[config.mk]
export PLATFORM = sky130hd
export DESIGN_NAME = alu_req_arbiter_flat
export DESIGN_NICKNAME = d
export VERILOG_FILES = /design/src/rtl/alu_req_arbiter_if.sv /design/src/rtl/alu_req_arbiter.sv /design/src/flat_wrapper.sv
export SDC_FILE = /design/constraint.sdc
export NUM_CORES = 1
export LEC_CHECK = 0
export BUFFER_PORTS_ARGS = -buffer_cell sky130_fd_sc_hd__buf_2
export CAP_MARGIN = 20
export CELL_PAD_IN_SITES_DETAIL_PLACEMENT = 0
export CELL_PAD_IN_SITES_GLOBAL_PLACEMENT = 1
export CORE_MARGIN = 1
export CORE_UTILIZATION = 27
export CTS_CLUSTER_DIAMETER = 150
export DETAILED_ROUTE_END_ITERATION = 8
export PLACE_DENSITY_LB_ADDON = 0.2
export SETUP_SLACK_MARGIN = 0.02
export SLEW_MARGIN = 20
export SYNTH_ARGS = -nofsm -noshare
export SYNTH_HDL_FRONTEND = slang
export SYNTH_SLANG_ARGS = --single-unit
[constraint.sdc]
create_clock -name clk -period 2.4 [get_ports clk]
set_input_delay 0.24 -clock clk [delete_from_list [all_inputs] [get_ports clk]]
set_output_delay 0.24 -clock clk [all_outputs]
set_load 0.01 [all_outputs]
[src/rtl/alu_req_arbiter_if.sv]
// Signal bundle between the four ALU requesters, the ALU control datapath and
// the response consumer. The arbiter uses the master view, the environment the slave view.
interface alu_req_arbiter_if #(
  parameter int DW = 8
);
  logic [3:0]      req_valid;
  logic [47:0]     req_cmd;
  logic [4*DW-1:0] req_a;
  logic [4*DW-1:0] req_b;
  logic [3:0]      req_ready;

  logic [DW-1:0]   alu_a;
  logic [DW-1:0]   alu_b;
  logic            ldA;
  logic            ldB;
  logic            aCmp;
  logic            aAdd;
  logic            aSub;
  logic            aDiv;
  logic            aMul;
  logic [2*DW-1:0] alu_res;

  logic            rsp_valid;
  logic            rsp_ready;
  logic [1:0]      rsp_id;
  logic [2*DW-1:0] rsp_data;
  logic            rsp_err;

  modport master (
    input  req_valid, req_cmd, req_a, req_b, alu_res, rsp_ready,
    output req_ready, alu_a, alu_b, ldA, ldB, aCmp, aAdd, aSub, aDiv, aMul,
           rsp_valid, rsp_id, rsp_data, rsp_err
  );

  modport slave (
    output req_valid, req_cmd, req_a, req_b, alu_res, rsp_ready,
    input  req_ready, alu_a, alu_b, ldA, ldB, aCmp, aAdd, aSub, aDiv, aMul,
           rsp_valid, rsp_id, rsp_data, rsp_err
  );
endinterface

[src/rtl/alu_req_arbiter.sv]
// Round-robin arbiter sharing one ALU among four requesters: grants a command,
// sequences the ALU load/operation strobes, captures the result and returns it.
module alu_req_arbiter #(
  parameter int DW      = 8,
  parameter int MUL_CYC = 4,
  parameter int DIV_CYC = 8
) (
  input logic               clk,
  input logic               reset,
  alu_req_arbiter_if.master bus
);

  typedef enum logic [1:0] {IDLE, LOAD, EXEC, RESP} stateT;

  localparam logic [3:0] OpCmp = 4'd1;
  localparam logic [3:0] OpAdd = 4'd2;
  localparam logic [3:0] OpSub = 4'd3;
  localparam logic [3:0] OpDiv = 4'd4;
  localparam logic [3:0] OpMul = 4'd5;

  stateT      state;
  logic [1:0] lastId;
  logic [3:0] opcode;
  logic [3:0] cycCnt;

  logic       grantValid;
  logic [1:0] grantId;
  logic [1:0] probeId;
  logic [3:0] grantOp;
  logic       grantLegal;

  function automatic logic [3:0] execCycles(input logic [3:0] op);
    case (op)
      OpMul:   return 4'(MUL_CYC);
      OpDiv:   return 4'(DIV_CYC);
      default: return 4'd1;
    endcase
  endfunction

  // Probe lastId+4 down to lastId+1 so the nearest requester after lastId wins.
  // NOTE: every always_comb output gets a default first so no latch is inferred.
  always_comb begin
    grantValid = 1'b0;
    grantId    = lastId;
    probeId    = lastId;
    for (int k = 4; k >= 1; k--) begin
      probeId = lastId + 2'(k);
      if (bus.req_valid[probeId]) begin
        grantValid = 1'b1;
        grantId    = probeId;
      end
    end
  end

  assign grantOp    = bus.req_cmd[12*grantId +: 4];
  assign grantLegal = (grantOp >= OpCmp) && (grantOp <= OpMul);

  // The grant pulse must appear in the same IDLE cycle the request is seen,
  // so it is decoded rather than registered; reset masks it so outputs read 0.
  assign bus.req_ready = (reset && state == IDLE && grantValid) ? (4'b0001 << grantId) : 4'b0000;

  // NOTE: state uses non-blocking assignments and an asynchronous active-low reset.
  always_ff @(posedge clk or negedge reset) begin
    if (!reset) begin
      state         <= IDLE;
      lastId        <= 2'd3;
      opcode        <= 4'd0;
      cycCnt        <= 4'd0;
      bus.alu_a     <= '0;
      bus.alu_b     <= '0;
      bus.ldA       <= 1'b0;
      bus.ldB       <= 1'b0;
      bus.aCmp      <= 1'b0;
      bus.aAdd      <= 1'b0;
      bus.aSub      <= 1'b0;
      bus.aDiv      <= 1'b0;
      bus.aMul      <= 1'b0;
      bus.rsp_valid <= 1'b0;
      bus.rsp_id    <= 2'd0;
      bus.rsp_data  <= '0;
      bus.rsp_err   <= 1'b0;
    end else begin
      case (state)
        IDLE: begin
          if (grantValid) begin
            lastId     <= grantId;
            opcode     <= grantOp;
            bus.rsp_id <= grantId;
            bus.alu_a  <= bus.req_a[DW*grantId +: DW];
            bus.alu_b  <= bus.req_b[DW*grantId +: DW];
            if (grantLegal) begin
              state       <= LOAD;
              bus.ldA     <= 1'b1;
              bus.ldB     <= 1'b1;
              bus.rsp_err <= 1'b0;
            end else begin
              // Illegal opcodes skip the ALU entirely and answer with an error.
              state         <= RESP;
              bus.rsp_valid <= 1'b1;
              bus.rsp_err   <= 1'b1;
              bus.rsp_data  <= '0;
            end
          end
        end

        LOAD: begin
          state    <= EXEC;
          bus.ldA  <= 1'b0;
          bus.ldB  <= 1'b0;
          cycCnt   <= execCycles(opcode);
          bus.aCmp <= (opcode == OpCmp);
          bus.aAdd <= (opcode == OpAdd);
          bus.aSub <= (opcode == OpSub);
          bus.aDiv <= (opcode == OpDiv);
          bus.aMul <= (opcode == OpMul);
        end

        EXEC: begin
          cycCnt <= cycCnt - 4'd1;
          if (cycCnt == 4'd1) begin
            state         <= RESP;
            bus.rsp_data  <= bus.alu_res;
            bus.rsp_valid <= 1'b1;
            bus.aCmp      <= 1'b0;
            bus.aAdd      <= 1'b0;
            bus.aSub      <= 1'b0;
            bus.aDiv      <= 1'b0;
            bus.aMul      <= 1'b0;
          end
        end

        RESP: begin
          if (bus.rsp_ready) begin
            state         <= IDLE;
            bus.rsp_valid <= 1'b0;
          end
        end

        default: state <= IDLE;
      endcase
    end
  end

endmodule

[src/flat_wrapper.sv]
// flat-port wrapper written by rule: the top's interface ports become plain ports
module alu_req_arbiter_flat 
#(
  parameter int DW      = 8,
  parameter int MUL_CYC = 4,
  parameter int DIV_CYC = 8
)
  (clk, reset, bus_req_valid, bus_req_cmd, bus_req_a, bus_req_b, bus_alu_res, bus_rsp_ready, bus_req_ready, bus_alu_a, bus_alu_b, bus_ldA, bus_ldB, bus_aCmp, bus_aAdd, bus_aSub, bus_aDiv, bus_aMul, bus_rsp_valid, bus_rsp_id, bus_rsp_data, bus_rsp_err);
  alu_req_arbiter_if #(.DW(DW)) bus_i ();
  input logic clk;
  input logic reset;
  input wire logic [$bits(bus_i.req_valid)-1:0] bus_req_valid;
  input wire logic [$bits(bus_i.req_cmd)-1:0] bus_req_cmd;
  input wire logic [$bits(bus_i.req_a)-1:0] bus_req_a;
  input wire logic [$bits(bus_i.req_b)-1:0] bus_req_b;
  input wire logic [$bits(bus_i.alu_res)-1:0] bus_alu_res;
  input wire logic [$bits(bus_i.rsp_ready)-1:0] bus_rsp_ready;
  output wire logic [$bits(bus_i.req_ready)-1:0] bus_req_ready;
  output wire logic [$bits(bus_i.alu_a)-1:0] bus_alu_a;
  output wire logic [$bits(bus_i.alu_b)-1:0] bus_alu_b;
  output wire logic [$bits(bus_i.ldA)-1:0] bus_ldA;
  output wire logic [$bits(bus_i.ldB)-1:0] bus_ldB;
  output wire logic [$bits(bus_i.aCmp)-1:0] bus_aCmp;
  output wire logic [$bits(bus_i.aAdd)-1:0] bus_aAdd;
  output wire logic [$bits(bus_i.aSub)-1:0] bus_aSub;
  output wire logic [$bits(bus_i.aDiv)-1:0] bus_aDiv;
  output wire logic [$bits(bus_i.aMul)-1:0] bus_aMul;
  output wire logic [$bits(bus_i.rsp_valid)-1:0] bus_rsp_valid;
  output wire logic [$bits(bus_i.rsp_id)-1:0] bus_rsp_id;
  output wire logic [$bits(bus_i.rsp_data)-1:0] bus_rsp_data;
  output wire logic [$bits(bus_i.rsp_err)-1:0] bus_rsp_err;
  assign bus_i.req_valid = bus_req_valid;
  assign bus_i.req_cmd = bus_req_cmd;
  assign bus_i.req_a = bus_req_a;
  assign bus_i.req_b = bus_req_b;
  assign bus_i.alu_res = bus_alu_res;
  assign bus_i.rsp_ready = bus_rsp_ready;
  assign bus_req_ready = bus_i.req_ready;
  assign bus_alu_a = bus_i.alu_a;
  assign bus_alu_b = bus_i.alu_b;
  assign bus_ldA = bus_i.ldA;
  assign bus_ldB = bus_i.ldB;
  assign bus_aCmp = bus_i.aCmp;
  assign bus_aAdd = bus_i.aAdd;
  assign bus_aSub = bus_i.aSub;
  assign bus_aDiv = bus_i.aDiv;
  assign bus_aMul = bus_i.aMul;
  assign bus_rsp_valid = bus_i.rsp_valid;
  assign bus_rsp_id = bus_i.rsp_id;
  assign bus_rsp_data = bus_i.rsp_data;
  assign bus_rsp_err = bus_i.rsp_err;
  alu_req_arbiter #(.DW(DW), .MUL_CYC(MUL_CYC), .DIV_CYC(DIV_CYC)) u_core (.clk(clk), .reset(reset), .bus(bus_i));
endmodule
### Yosys cells after proc, flatten, opt, wreduce, memory -nomap -nowiden

Cells that the tools add are included.

| storage, ports and cells | value |
|---|---|
| bits in read-only memories | 0 |
| memory bits (writable) | 0 |
| output and inout port bits | 47 |
| logic and storage cells | 101 |
| register bits after elaboration | 54 |
| bits in latches | 0 |
| memories kept | 0 |

| operators by class | value |
|---|---|
| div/mod/pow operators | 0 |
| magnitude comparators | 6 |
| eq/ne operators | 14 |
| shifts and indexed selects | 4 |
| reduce and logical (&&, ||, !) cells | 14 |
| multipliers | 1 |
| bitwise operators | 0 |
| add/subtract/negate cells | 4 |
| muxes and demuxes | 42 |

Operator list:

| cell | number |
|---|---|
| $shiftx A32 B6 Y8 | 2 |
| $mux W16 | 3 |
| $shiftx A48 B7 Y4 | 1 |
| $pmux W16 S2 | 1 |
| $mux W1 | 16 |
| $pmux W4 S2 | 2 |
| $mux W2 | 7 |
| $lt A2 B3 Y1 const B | 4 |
| $pmux W1 S2 | 6 |
| $bmux W1 S2 | 4 |
| $eq A4 B1 Y1 const B | 2 |
| $eq A4 B2 Y1 const B | 2 |
| $eq A4 B3 Y1 const B | 2 |
| $pmux W2 S4 | 1 |
| $ne A2 B1 Y1 const B | 3 |
| $reduce_and A3 Y1 | 2 |
| $reduce_bool A2 Y1 | 3 |
| $reduce_and A5 Y1 | 1 |
| $add A2 B2 Y2 const B | 2 |
| $eq A2 B2 Y1 const B | 2 |
| $ge A4 B1 Y1 const B | 1 |
| $le A4 B3 Y1 const B | 1 |
| $mul A2 B2 Y4 const A | 1 |
| $mux W4 | 1 |
| other kinds (11) | 15 |

### Logic depth before layout (Yosys ltp)

Gate-level depths: netlist of run 1.

| logic depth | value |
|---|---|
| word-level depth | 13 |
| mapped depth | 11 |
| depth with buffers taken out | 8 |

### Worst setup path before layout of run 1

OpenSTA, ideal clock, no wires.

| timing | value |
|---|---|
| path type | flip-flop to flip-flop |
| start point | reg u_core.lastId[0] |
| end point | reg u_core.bus.rsp_data[0] in the netlist's numbering |
| cell stages (with the launch flop) | 11 |
| setup time | 121 ps |
| buffers on the path | 2 |
| path slack | -191 ps |
| clock period less this slack | 2,591 ps |
| arrival time | 2,470 ps |
| path through | dfstp_2 nand2b_2 nor2_2 a311oi_2 a21oi_1 a22o_1 and3_1 buf_6 o311a_4 buf_6 a22o_1 |

| between the ends | value |
|---|---|
| word-level cells in the longest chain between the ends | 12 |
| elaborated cells on any way between the ends | 26 |
| classes of those cells | 3 x add/sub; 1 x mul; 2 x order compare; 2 x eq/ne; 1 x shift; 15 x mux; 2 x reduce/logical |

RTL lines:

| element | RTL line | RTL |
|---|---|---|
| start, declared | alu_req_arbiter.sv:22 | `logic [1:0] lastId;` |
| start signal, assigned | alu_req_arbiter.sv:86 | `lastId <= grantId;` |
| $add A2 B2 Y2 | alu_req_arbiter.sv:47 | `probeId = lastId + 2'(k);` |
| $bmux W1 S2 | alu_req_arbiter.sv:48 | `if (bus.req_valid[probeId]) begin` |
| $mux W1 (implied by the code) | alu_req_arbiter.sv:48 |  |
| $mux W2 (3 in a row) | alu_req_arbiter.sv:48 |  |
| $mul A2 B2 Y4 | alu_req_arbiter.sv:55 | `assign grantOp = bus.req_cmd[12*grantId +: 4];` |
| $shiftx A48 B7 Y4 | alu_req_arbiter.sv:55 |  |
| $ge A4 B1 Y1 or $le A4 B3 Y1 (tied branches) | alu_req_arbiter.sv:56 | `assign grantLegal = (grantOp >= OpCmp) && (grantOp <= OpMul);` |
| $logic_and A1 B1 Y1 | alu_req_arbiter.sv:56 |  |
| $ne A2 B2 Y1 (no line) | -- |  |
| $reduce_and A4 Y1 (no line) * | -- |  |
| end signal, assigned | alu_req_arbiter.sv:122 | `bus.rsp_data <= bus.alu_res;` |
| end, declared | alu_req_arbiter_if.sv:32 | `rsp_valid, rsp_id, rsp_data, rsp_err` |

Every way passes the cells marked *; elsewhere a longest branch is shown, timed or not. The select of a mux whose other input is x is not followed.
A chain may end at the register's enable or synchronous reset.

### Worst setup path in the final report of run 1

| timing | value |
|---|---|
| start point | reg u_core.lastId[0] |
| end point | reg u_core.bus.rsp_data[12] in the netlist's numbering |

The elaborated chain is that of the path after synthesis.

==> impl_metrics.tcl, run 1 <==
set metrics [dict create \
    pre_cts_ws_ns -0.236 \
    cp-end-kind "flip-flop" \
    clock_path_buffers 2 \
    gp_congestion 0.783 \
    clock-root-buffer "clkbuf_8" \
    synth_fp_nets 511 \
    placed_area_um2 4100 \
    worstPathRequired_ns 2.62 \
    drc_errors 0 \
    dr.pass1.iters 4 \
    rsz0062_at_grt "yes" \
    routed_via_density 4.62 \
    num_rows 38 \
    place.detailed.hpwl_um 6610 \
    ys_seq_area_frac 0.449 \
    cp_common_cell "a22o_1" \
    die-area_um2 11600 \
    r2r_end "u_core.bus.rsp_data[12]" \
    internal_power_mw 3.36 \
    synth.distinct_cells 45 \
    drive_gt1_frac 0.409 \
    port-buffer-count 149 \
    power_frac_comb 0.654 \
    synth_edf_count 0 \
    grt_max_degree 55 \
    async_reset_ff_frac 1.00 \
    wire_per_inst_um 13.8 \
    fin_crit_ns 2.52 \
    fin_crit_sh 1.05 \
    reg2reg_depth 10 \
    slew_headroom 0.535 \
    antenna_found_initial 0 \
    vias 3168 \
    synth_top_family_by_area "simple AND/OR/NAND/NOR gates" \
    cap_violations 0 \
    clock_skew_ns 0.0147 \
    cp_slowest_stage_delay_ns 0.55 \
    cp_max_fo 8 \
    die_h_um 108 \
    path_delay_family "compound AO/OA/AOI/OAI gates" \
    syn_to_final_growth_pct 47.0 \
    finalSetupViolCount 17 \
    status "finished, violations left" \
    total_power_mw 6.13 \
    startpoint_type "flip-flop" \
    ios 182 \
    slew_violations 0 \
    p_seq_frac 0.256 \
    ys_warn_count 0 \
    num_antenna_cells 0 \
    synthCells 370 \
    path_cells "nand2b_4, nor2_4, a311o_1, a21oi_1, a22o_1, nor2_1, buf_4, buf_6, o311a_4, a22o_1" \
    r2r-start "u_core.lastId[0]" \
    critPathKind "flip-flop to flip-flop" \
    setup_ws_ns -0.116 \
    dr.first_iter.drc_count 95 \
    grt_pass1_vias 3179 \
    grtUsageTotal 0.170 \
    grt_pass1_wl_um 15500 \
    finalInstanceArea_um2 4430 \
    violations "negative setup slack" \
    cts_buffers 5 \
    cp_num_buf_inv 2 \
    final_hold_viol_count 0 \
    synthMuxAreaShare 0 \
    holdCritPathClass "primary input to asynchronous set/reset pin" \
    synthesis.area_um2 3020 \
    core_area_um2 10800 \
    cts.sinks 54 \
    ant_nets 0 \
    synthFlopType "dfrtp_1" \
    wl_um 9480 \
    nNetsFinal 685 \
    syn_area_per_cell_um2 8.15 \
    post-route-util 0.409 \
    fmax_mhz 397 \
    tritoncts "yes" \
    worst_pin_slew_ns 0.697 \
    start_util 0.278 \
    synth-simple-area-share 0.286 \
    pwr_density_cell_nw_per_um2 1380 \
    swShare 0.452 \
    p_leak_nw 2.33 \
    arrival_ns 2.73 \
    htree_levels 2 \
    final_common_cell "buf_2" \
    die_w_um 108 \
    grt_overflow 0 \
    layout_common_cells "buf_2 (149), nand2_1 (126), dfrtp_1 (52)" \
    clk_latency_ns 0.32 \
    ir_drop_mv 0.521 \
    crit_slowest_cell "dfstp_2" \
    switching_power_mw 2.77 \
    synth_fa_ha_area_frac 0.0249 \
    p_clk_frac 0.090 \
    clk_pin_slew_ns 0.11 \
    ys_seq_elements 54 \
    synth_compound_area_frac 0.190 \
    r2r_setup_slack_ns -0.12 \
    synth_xor_area_frac 0 \
]
area by class of cell:
type                       count  area (µm²)
sequential                    54        1350
tap                          140         175
timing repair buffer         191        1130
multi-input combinational    285        1660
clock buffer                   5        68.8
fill                        1175        6410
clock inverter                 3        26.3
inverter                       7        26.3
synthesized netlist by cell type, drive strengths merged, types with 2 or more instances:
master  number  share of area
nor2b        3         0.0062
ha           6          0.025
a21o         2         0.0050
nor2        11          0.015
nor4         2         0.0041
dfrtp       52           0.43
inv          7         0.0087
a22o        21          0.061
dfstp        2          0.017
buf         10          0.022
nand3       33          0.055
a21oi       13          0.023
nor3         8          0.017
or2          2         0.0042
o31ai        3         0.0075
nand2b       5          0.011
nand2      128           0.16
clkbuf      15          0.019
o21ai       29          0.048
state kept, by name (all words and copies together), names as in the netlist:
signal,flops
u_core.bus.alu_b,8
u_core.cycCnt,4
u_core.state,2
u_core.bus.aDiv,1
u_core.bus.rsp_err,1
u_core.bus.rsp_data,16
u_core.bus.rsp_valid,1
u_core.opcode,4
u_core.bus.aAdd,1
u_core.lastId,2
u_core.bus.ldA,1
u_core.bus.alu_a,8
u_core.bus.aCmp,1
u_core.bus.aSub,1
u_core.bus.rsp_id,2
u_core.bus.aMul,1
routing by layer:
metal / GRT usage / vias up / wire length (µm)
met3: 0.0430 / 9 / 646
li1: - / 1616 / -
met1: 0.207 / 1440 / 4150
met2: 0.294 / 103 / 4510
met5: 0 / - / 0
met4: 0.0479 / 0 / 176
power groups by stage:
stage,Clock (mW),Sequential [mW],Combinational (mW)
after floorplan,0,1.72,2.18
after global placement,0,1.57,3.46
after detailed placement,0,1.59,3.52
after CTS,0.577,1.57,4.04
after global routing,0.608,1.63,4.51
final,0.552,1.57,4.01
cell families (layout without fill, tap and decap cells):
family / count (synthesis) / after routing
simple gates: 198 / 198
flops: 54 / 54
fa+ha+maj: 6 / 6
buf+inv: 32 / 206
compound gates: 80 / 81
repair_timing:
item	4_1_cts	5_1_grt
hold buffers	0	0
cloned	2	0
resized for setup	18	10
pin swaps	14	11
buffers inserted	11	3
endpoints found under the setup margin	24	24
worst max path at each step:
stage                startpoint                      end  slack, ns  depth (start not counted)
5_1_grt        u_core.lastId[0]  u_core.bus.rsp_data[12]      -0.22                         10
6_report       u_core.lastId[0]  u_core.bus.rsp_data[12]      -0.12                         10
4_1_cts        u_core.lastId[1]  u_core.bus.rsp_data[10]      -0.15                         10
3_5_place_dp   u_core.lastId[0]   u_core.bus.rsp_data[7]      -0.24                          9
3_3_place_gp   u_core.lastId[0]  u_core.bus.rsp_data[10]      -0.20                          9
2_1_floorplan  u_core.lastId[1]   u_core.bus.rsp_data[0]      -0.06                         10
through the flow:
step	setup TNS (ns)	std cells	hold WS, ns
floorplan	-0.637	370	-0.0556
global placement	-3.50	663	0.458
detailed placement	-4.01	663	0.466
CTS	-2.21	684	0.129
global route	-3.88	685	0.131
finish	-1.74	685	0.102
Note: power is estimated with default switching activity, not from simulation.
==> run 2, diff against run 1 <==
--- a/config.mk
+++ b/config.mk
@@ -15,4 +15,5 @@
 export DETAILED_ROUTE_END_ITERATION = 8
 export PLACE_DENSITY_LB_ADDON = 0.2
+export REMOVE_ABC_BUFFERS = 1
 export SETUP_SLACK_MARGIN = 0.02
 export SLEW_MARGIN = 20
==> constraint.sdc (replaced) <==
create_clock -name clk -period 2.4 [get_ports clk]
set_input_delay 0.48 -clock clk [delete_from_list [all_inputs] [get_ports clk]]
set_output_delay 0.48 -clock clk [all_outputs]
set_load 0.02 [all_outputs]
==> run 2 against run 1 <==
Largest power group unchanged; clock-buffer cell count did not move; via count increased by 0.95%; flip-flop and latch count is the same; the flow still finishes with violations (negative setup slack); power rose by 4.6%; cell area up 2.1%; worst setup slack got worse by 0.061 ns; largest cell class unchanged; die area did not move; clock power down 3%; clock skew is 0.0058 ns lower; sequential share of layout area down 0.62 points; highest routed layer is now met5; combinational power up 7.0%.
==> impl_metrics.tcl, run 2 (synthesis results as in run 1) <==
set metrics [dict create \
    place.detailed.hpwl_um 6810 \
    worst_pin_slew_ns 0.698 \
    drive_gt1_frac 0.424 \
    finalSetupViolCount 22 \
    post-route-util 0.418 \
    drc_errors 0 \
    clock_path_buffers 2 \
    grt_pass1_wl_um 14800 \
    antenna_found_initial 1 \
    gp_congestion 0.782 \
    top_regs "u_core.bus.rsp_data (16), u_core.bus.alu_a (8), u_core.bus.alu_b (8)" \
    violations "negative setup slack" \
    fin_crit_ns 2.58 \
    path_cells "buf_4, nand2_2, a311oi_4, buf_4, a21oi_2, a22o_1, and3_4, o311a_4, a22o_1" \
    layout_common_cells "buf_2 (145), nand2_1 (126), dfrtp_1 (52)" \
    cp-end-kind "flip-flop" \
    tritoncts "yes" \
    pre_cts_ws_ns -0.350 \
    hold_slack_ns 0.361 \
    clk_pin_slew_ns 0.11 \
    holdCritPathClass "primary input to asynchronous set/reset pin" \
    num_rows 38 \
    arrival_ns 2.78 \
    routed_via_density 4.63 \
    core_area_um2 10800 \
    syn_to_final_growth_pct 50.1 \
    wire_per_inst_um 13.4 \
    dp_cells 666 \
    cp_max_fo 16 \
    slew_violations 0 \
    cp_slowest_stage_delay_ns 0.58 \
    die_w_um 108 \
    wl_um 9270 \
    die_h_um 108 \
    postCtsHoldBufs 0 \
    final_common_cell "buf_2" \
    grt_overflow 0 \
    largest_register "u_core.bus.rsp_data" \
    nNetsFinal 689 \
    clk_latency_ns 0.31 \
    cap_violations 0 \
    p_leak_nw 2.36 \
    dr.pass1.iters 4 \
    rsz0062_at_grt "yes" \
    fmax_mhz 388 \
    setup_ws_ns -0.177 \
    fillers 1151 \
    port-buffer-count 149 \
    startpoint_type "flip-flop" \
    worstPathRequired_ns 2.60 \
    ant_nets 0 \
    largest_reg_flops 16 \
    crit_slowest_cell "dfstp_2" \
    clock-root-buffer "clkbuf_8" \
    ios 182 \
    cts_buffers 5 \
    slew_headroom 0.535 \
    vias 3198 \
    grt_max_degree 55 \
    fin_crit_sh 1.07 \
    clock_skew_ns 0.00895 \
    critPathKind "flip-flop to flip-flop" \
    grtUsageTotal 0.163 \
    start_util 0.278 \
    fin_cells 690 \
    status "finished, violations left" \
    dr.first_iter.drc_count 101 \
    htree_levels 2 \
    ir_drop_mv 0.468 \
    final_hold_viol_count 0 \
    grt_pass1_vias 3011 \
    pwr_density_cell_nw_per_um2 1420 \
    cts.sinks 54 \
    die-area_um2 11600 \
]
-- run 2: cell count changes in the layout (fill, tap and decap cells not counted), sizes merged --
cell and delta:
diode +1, inv -2, clkinvlp +1, clkinv +1
buf +4, o311a -1, bufbuf +1
-- run 2: cell type report --
class / instances / area (µm²) / share of cell area
well taps: 140 / 175 / 0.0387
repair buffers: 196 / 1240 / 0.274
clock buffers: 5 / 68.8 / 0.0152
clock inverters: 3 / 21.3 / 0.00470
inverters: 7 / 26.3 / 0.00580
diodes: 1 / 2.50 / 0.000553
multi-input cells: 284 / 1640 / 0.362
flip-flops and latches: 54 / 1350 / 0.299
-- run 2: routing by layer --
metal,up-vias,global-route usage,share of wire
li1,1617,-,-
met1,1463,0.205,0.44
met2,109,0.277,0.47
met3,7,0.0460,0.078
met4,2,0.0323,0.0070
met5,-,0,0.0014
-- run 2: timing repair --
item,4_1_cts,5_1_grt
gates cloned,1,0
endpoints found under the setup margin,24,24
setup buffers,6,8
hold endpoints to repair,0,0
pin swaps,7,8
resized for setup,28,22
-- run 2: path summary, 6_finish.rpt --
kind	from	slack, ns	endpoint	depth (start not counted)
max	u_core.lastId[1]	-0.18	u_core.bus.rsp_data[10]	9
min	reset	0.36	u_core.cycCnt[2]	2
max reg2reg	u_core.lastId[1]	-0.18	u_core.bus.rsp_data[10]	9
min reg2reg	u_core.bus.alu_b[3]	0.48	u_core.bus.alu_b[3]	2
max in group asynchronous	reset	1.58	u_core.bus.rsp_id[1]	2
min in group clk	bus_alu_res[4]	0.39	u_core.bus.rsp_data[4]	2
-- run 2: power breakdown --
part	leakage, nW	internal, mW	total, mW	switching, mW
Sequential	0.675	1.33	1.58	0.244
Combinational	1.64	1.92	4.29	2.37
Clock	0.0441	0.206	0.534	0.327
-- run 2: critical path, delay by kind of cell (launching register included) --
| kind | cells | cell delay [ns] |
|---|---|---|
| compound gates | 5 | 1.29 |
| flops | 1 | 0.58 |
| buf+inv | 2 | 0.33 |
| simple gates | 2 | 0.27 |
-- run 2: through the flow --
| step | setup TNS (ns) | cell area, µm² | total power [mW] |
|---|---|---|---|
| final | -3.42 | 4530 | 6.41 |
| after global routing | -5.42 | 4520 | 7.00 |
| after CTS | -3.96 | 4370 | 6.29 |
| after detailed placement | -6.78 | 4090 | 5.34 |
| after global placement | -6.52 | 4090 | 5.30 |
| after floorplan | -13.19 | 2890 | 3.87 |
